**config.mk**
```make
export PLATFORM = sky130hd
export DESIGN_NAME = if_stage
export DESIGN_NICKNAME = d
export VERILOG_FILES = /design/src/rtl/if_stage.sv
export SDC_FILE = /design/constraint.sdc
export NUM_CORES = 1
export LEC_CHECK = 0
export ABC_CLOCK_PERIOD_IN_PS = 2460
export BUFFER_PORTS_ARGS = -buffer_cell sky130_fd_sc_hd__buf_4
export CAP_MARGIN = 20
export CORE_ASPECT_RATIO = 0.5
export CORE_MARGIN = 3
export CORE_UTILIZATION = 45
export CTS_CLUSTER_DIAMETER = 100
export DETAILED_ROUTE_END_ITERATION = 6
export GPL_TIMING_DRIVEN = 0
export PLACE_DENSITY_LB_ADDON = 0.3
export SETUP_SLACK_MARGIN = 0.02
export SYNTH_ARGS = -nofsm -noshare
export SYNTH_HDL_FRONTEND = slang
export SYNTH_SLANG_ARGS = --single-unit
export TNS_END_PERCENT = 1
```
**constraint.sdc**
```tcl
create_clock -name clk -period 2.46 [get_ports clk]
set_clock_uncertainty 0.2 [all_clocks]
set_input_delay 0.123 -clock clk [delete_from_list [all_inputs] [get_ports clk]]
set_output_delay 0.123 -clock clk [all_outputs]
set_load 0.02 [all_outputs]
```
**src/rtl/if_stage.sv**
```systemverilog
// Instruction-fetch stage: program counter, instruction-memory address and
// the IF/ID pipeline register, plus saturating stall/flush counters and sticky error flags.
module if_stage #(
  parameter logic [31:0] RESET_PC  = 32'h0000_0000,
  parameter logic [31:0] NOP_INSTR = 32'h0000_0013,
  parameter int unsigned CNT_W     = 16
) (
  input  logic             clk,
  input  logic             reset,
  input  logic             PCWrite,
  input  logic             IF_ID_Write,
  input  logic             IF_Flush,
  input  logic [31:0]      ID_target,
  output logic [31:0]      imem_addr,
  input  logic [31:0]      imem_rdata,
  output logic [31:0]      IF_ID_PC,
  output logic [31:0]      IF_ID_Instr,
  output logic             IF_ID_Valid,
  output logic [CNT_W-1:0] stall_cnt,
  output logic [CNT_W-1:0] flush_cnt,
  output logic [1:0]       err
);

  localparam logic [CNT_W-1:0] CNT_MAX = '1;

  logic [31:0] pc;
  logic        misaligned;

  assign imem_addr  = pc;
  assign misaligned = (ID_target[1:0] != 2'b00);

  // A stalled PC drops any redirect requested in the same cycle.
  always_ff @(posedge clk) begin
    if (reset) begin
      pc <= RESET_PC;
    end else if (PCWrite) begin
      if (IF_Flush) begin
        pc <= {ID_target[31:2], 2'b00};
      end else begin
        pc <= pc + 32'd4;
      end
    end
  end

  // Flush overrides a held IF/ID so a bubble is always inserted.
  always_ff @(posedge clk) begin
    if (reset) begin
      IF_ID_PC    <= RESET_PC;
      IF_ID_Instr <= NOP_INSTR;
      IF_ID_Valid <= 1'b0;
    end else if (IF_Flush) begin
      IF_ID_PC    <= pc;
      IF_ID_Instr <= NOP_INSTR;
      IF_ID_Valid <= 1'b0;
    end else if (IF_ID_Write) begin
      IF_ID_PC    <= pc;
      IF_ID_Instr <= imem_rdata;
      IF_ID_Valid <= 1'b1;
    end
  end

  // Saturating debug counters.
  always_ff @(posedge clk) begin
    if (reset) begin
      stall_cnt <= '0;
      flush_cnt <= '0;
    end else begin
      if (!PCWrite && (stall_cnt != CNT_MAX)) begin
        stall_cnt <= stall_cnt + CNT_W'(1);
      end
      if (IF_Flush && (flush_cnt != CNT_MAX)) begin
        flush_cnt <= flush_cnt + CNT_W'(1);
      end
    end
  end

  // Sticky protocol-error flags.
  always_ff @(posedge clk) begin
    if (reset) begin
      err <= 2'b00;
    end else begin
      if (IF_Flush && !PCWrite) begin
        err[0] <= 1'b1;
      end
      if (IF_Flush && PCWrite && misaligned) begin
        err[1] <= 1'b1;
      end
    end
  end

endmodule

```
After elaboration in Yosys (flattened, before gate mapping)
Index checks and enable logic that the tools add are counted.

Output and inout port bits: 131. Latch bits: 0. Logic and storage cells: 25. ROM bits: 0. Bits in writable memories: 0. Input bits: 69. Memories kept: 0. Register bits after elaboration: 131.

Reduce and logical (&&, ||, !) cells: 9. Multiplexer cells: 3. Divide/modulo/power cells: 0. Multipliers: 0. Equality and inequality tests: 2. Bitwise operators: 0. Shift operators: 0. Magnitude comparators: 0. Add/sub/neg operators: 3.

Operators by type and width (count): $mux W32 (3); $add A16 B1 Y16 const B (2); $add A32 B3 Y32 const B (1); $ne A16 B16 Y1 const B (2); $logic_and A1 B1 Y1 (5); $reduce_bool A2 Y1 (2); $reduce_or A2 Y1 (1); $logic_not A1 Y1 (1).

Longest topological paths before layout
Word-level depth: 2. Depth in mapped cells: 7. Mapped depth without buffers: 6.

Worst setup path after synthesis
No wires, ideal clock.

Path kind: register -> register. Start point: reg pc[2], in the netlist imem_addr[2]. End point: reg pc[26], in the netlist imem_addr[26]. Path buffers: 1. Stages on the path, launching flop included: 8. Arrival time: 1855 ps. Required time: 2157 ps. Period minus slack after synthesis: 2159 ps. Setup slack: 301 ps. Library setup time: 103 ps. Path through: dfxtp_1 ha_1 nand4_2 nand3b_4 buf_6 nor3_2 nor3_1 a2111oi_2.

Longest elaborated chain between the ends: 2.

RTL lines: from (decl) (line 26) `logic [31:0] pc;`; from (signal assigned) (line 38) `pc <= {ID_target[31:2], 2'b00};`; from (signal assigned) (line 40) `pc <= pc + 32'd4;`; $add A32 B3 Y32 (line 40); $mux W32 (line 37) `if (IF_Flush) begin`.

No other way between the ends. A chain may end at the register's enable or synchronous reset.

Worst setup path in the final report
Ends and elaborated chain as after synthesis.

==> impl_metrics.ini <==
[pwr]
internal_power_uw = 3940
cellLeakagePower_uw = 0.00368
ir_drop_v = 0.000553
powerDensity_nw_per_um2 = 620
p_comb_frac = 0.135
power.share.clock = 0.449
p_seq_frac = 0.415
p_sw_uw = 1390
swShare = 0.261

[routing]
viasPerCell = 5.47
dr.pass1.iters = 5
drt_iter0_markers = 548
drcViolationCount = 0
vias = 6199
wire_per_inst_um = 17.4
routed_wirelength_mm = 19.7
drtAntennaViolNets = 0

[status]
status = finished, final reports clean

[finish]
drive_gt1_frac = 0.270
final_common_cell = buf_4
final_cell_mix = 196 x buf_4, 125 x dfxtp_1, 96 x nand2_1, 93 x nor2_1, 65 x dlygate4sd3_1
area_growth_syn_to_layout_pct = 49.9
num_antenna_cells = 0
fin_nets = 1029
fin_area_um2 = 8610
post-route-util = 0.710

[global_routing]
grt_pass1_wl_mm = 31.3
grt_max_degree = 17
grtUsageTotal = 0.270
gr-total-overflow = 0
grt_pass1_vias = 6155
antenna_found_initial = 1

[setup_path]
worst-path-stages = 7
cp_slowest_cell = dfxtp_2
path_delay_family = simple AND/OR/NAND/NOR gates
r2r_setup_slack_ns = 0.23
crit_path_start_kind = flop
critPathKind = flop to flop
critPathCapture = imem_addr[26]
reg2reg_to = imem_addr[26]
critPathBufInv = 1
worstPathCellList = ha_2 -> nand4_2 -> nand3b_4 -> buf_6 -> nor3_2 -> nor3_1 -> a2111oi_2
critPathLaunch = imem_addr[2]
slowest_delay_ns = 0.42
critPathMaxFanout = 10
endpoint_kind = flop
arrival_ns = 2.33
r2r_cells = 7
r2r-start = imem_addr[2]
worstPathRequired_ns = 2.56

[clock_tree]
ctsHtreeMaxLevel = 4
clk_latency_ns = 0.41
cts_buffer_depth = 2
cts_setup_buffers = 0
cts.sinks = 127
cts_root_buf = clkbuf_16
cts_tree = yes
cts_inserted_buffers = 17
clkTransAtPathRegs_ns = 0.06

[floorplanning]
fp-row-count = 28
die_w_um = 166
ios = 200
core_area_um2 = 12100
start_util = 0.474
dieArea_um2 = 14200
die-height_um = 85.9

[place]
place_area_um2 = 7400
portBuffers = 192
place_congestion = 0.890
hpwlAfterDp_mm = 13.4

[timing]
setup_violations = 0
final-hold-violation-count = 0
max_freq_ghz = 0.448
rsz0062_at_grt = false
tightest_slew_ns = 0.752
final.setup.tns_ns = 0
min_period_ns = 2.23
drv_slew = 0
fin_crit_sh = 0.907
slew_headroom = 0.499

[synth]
synth_warnings = 0
async_flop_share = 0
synth_area_um2 = 5740
yosysSeqAreaShare = 0.443
synth_cell_types = 65
synthCells = 678
postSynthAreaPerCell_um2 = 8.47
ys.flop_type = dfxtp_1
synth-edff-count = 0
synth_seq_cells = 127

[min_path]
min_path_cells = 4
hp-class = input pin to flop
min-delay-start = PCWrite

[run]
max-cap-violations = 0
synth_stat cells (3+ instances only):
| master | number | area share |
|---|---|---|
| dfxtp_1 | 127 | 0.44 |
| nand2_1 | 96 | 0.063 |
| nor2_1 | 93 | 0.061 |
| a21oi_1 | 51 | 0.044 |
| mux2i_1 | 40 | 0.070 |
| clkbuf_1 | 30 | 0.020 |
| o21ai_0 | 25 | 0.022 |
| xor2_1 | 21 | 0.032 |
| nand3_1 | 20 | 0.017 |
| a211oi_1 | 12 | 0.016 |
| nand4_1 | 12 | 0.013 |
| inv_1 | 11 | 0.0072 |
| nor3_1 | 10 | 0.0087 |
| and3_1 | 9 | 0.0098 |
| nor4_1 | 8 | 0.0087 |
| o22ai_1 | 8 | 0.0087 |
| and4_1 | 6 | 0.0092 |
| buf_1 | 6 | 0.0039 |
| o211ai_1 | 5 | 0.0065 |
| o31ai_1 | 5 | 0.0065 |
| a221oi_1 | 4 | 0.0061 |
| buf_2 | 4 | 0.0035 |
| buf_4 | 4 | 0.0052 |
| xnor2_1 | 4 | 0.0061 |
| a311oi_1 | 3 | 0.0046 |
| a31oi_1 | 3 | 0.0033 |
| and2_1 | 3 | 0.0033 |
| and3_2 | 3 | 0.0039 |
| ha_1 | 3 | 0.0065 |
| nor3_2 | 3 | 0.0052 |
| or2_2 | 3 | 0.0033 |
| or3_1 | 3 | 0.0033 |
worst register-to-register path, stage by stage (launching register included):
cell and delay, ns:
dfxtp_2 0.42, ha_2 0.27, nand4_2 0.20, nand3b_4 0.26
buf_6 0.17, nor3_2 0.17, nor3_1 0.08, a2111oi_2 0.35
kinds of logic after synthesis:
group,Yosys count,synth area share
buffers and inverters,61,0.0490
other,1,0.000653
multiplexers,40,0.0697
AND/OR/NAND/NOR,290,0.251
XOR/XNOR,25,0.0381
AO/OA/AOI/OAI,131,0.143
flip-flops,127,0.443
adder cells (fa/ha/maj),3,0.00654
final cells by class:
class	count	area (µm²)
fill	947	3510
multi-input combinational	493	2930
sequential	127	2540
timing repair buffer	257	2090
clock buffer	18	429
buffer	49	236
tap	165	206
clock inverter	12	123
inverter	12	45.0
power groups by stage:
stage	Sequential (µW)	Combinational [µW]	Clock [µW]
after CTS	2210	711	2420
after global placement	2250	614	0
after global routing	2230	775	2530
after detailed placement	2250	626	0
after floorplan	2330	247	0
final	2220	721	2400
repair_timing:
action,CTS,global route
setup endpoints to repair,0,2
hold buffers,65,0
gates resized for setup,0,3
endpoints found under the hold margin,63,0
worst min-delay path by stage:
stage	end	slack, ns
final	stall_cnt[4]	0.04
after global routing	stall_cnt[0]	0.08
after CTS	stall_cnt[4]	0.03
after detailed placement	IF_ID_Instr[0]	0.14
after global placement	IF_ID_Instr[1]	0.14
after floorplan	IF_ID_Instr[0]	0.05
routing by layer:
metal / up-vias / track usage / routed length [µm] / part of all wire
met5: - / 0 / 7 / 0.00035
met4: 2 / 0.0815 / 302 / 0.015
met3: 33 / 0.103 / 1960 / 0.099
met2: 291 / 0.450 / 9210 / 0.47
met1: 2932 / 0.330 / 8260 / 0.42
li1: 2941 / - / - / -
stage by stage:
stage	setup WS [ns]	hold slack, ns	cells	total power [µW]
6_report	0.229	0.0354	1133	5340
4_1_cts	0.121	0.0275	1133	5340
5_1_grt	0.128	0.0764	1133	5530
2_1_floorplan	0.301	0.0520	681	2580
3_5_place_dp	0.160	0.141	1038	2880
3_3_place_gp	0.178	0.139	1038	2870
sequential cells by signal, indices dropped and copies added, names as in the netlist:
register	flops
flush_cnt	16
IF_ID_PC	30
err	2
imem_addr	30
IF_ID_Instr	32
IF_ID_Valid	1
stall_cnt	16
Note: power is estimated with default switching activity, not from simulation.
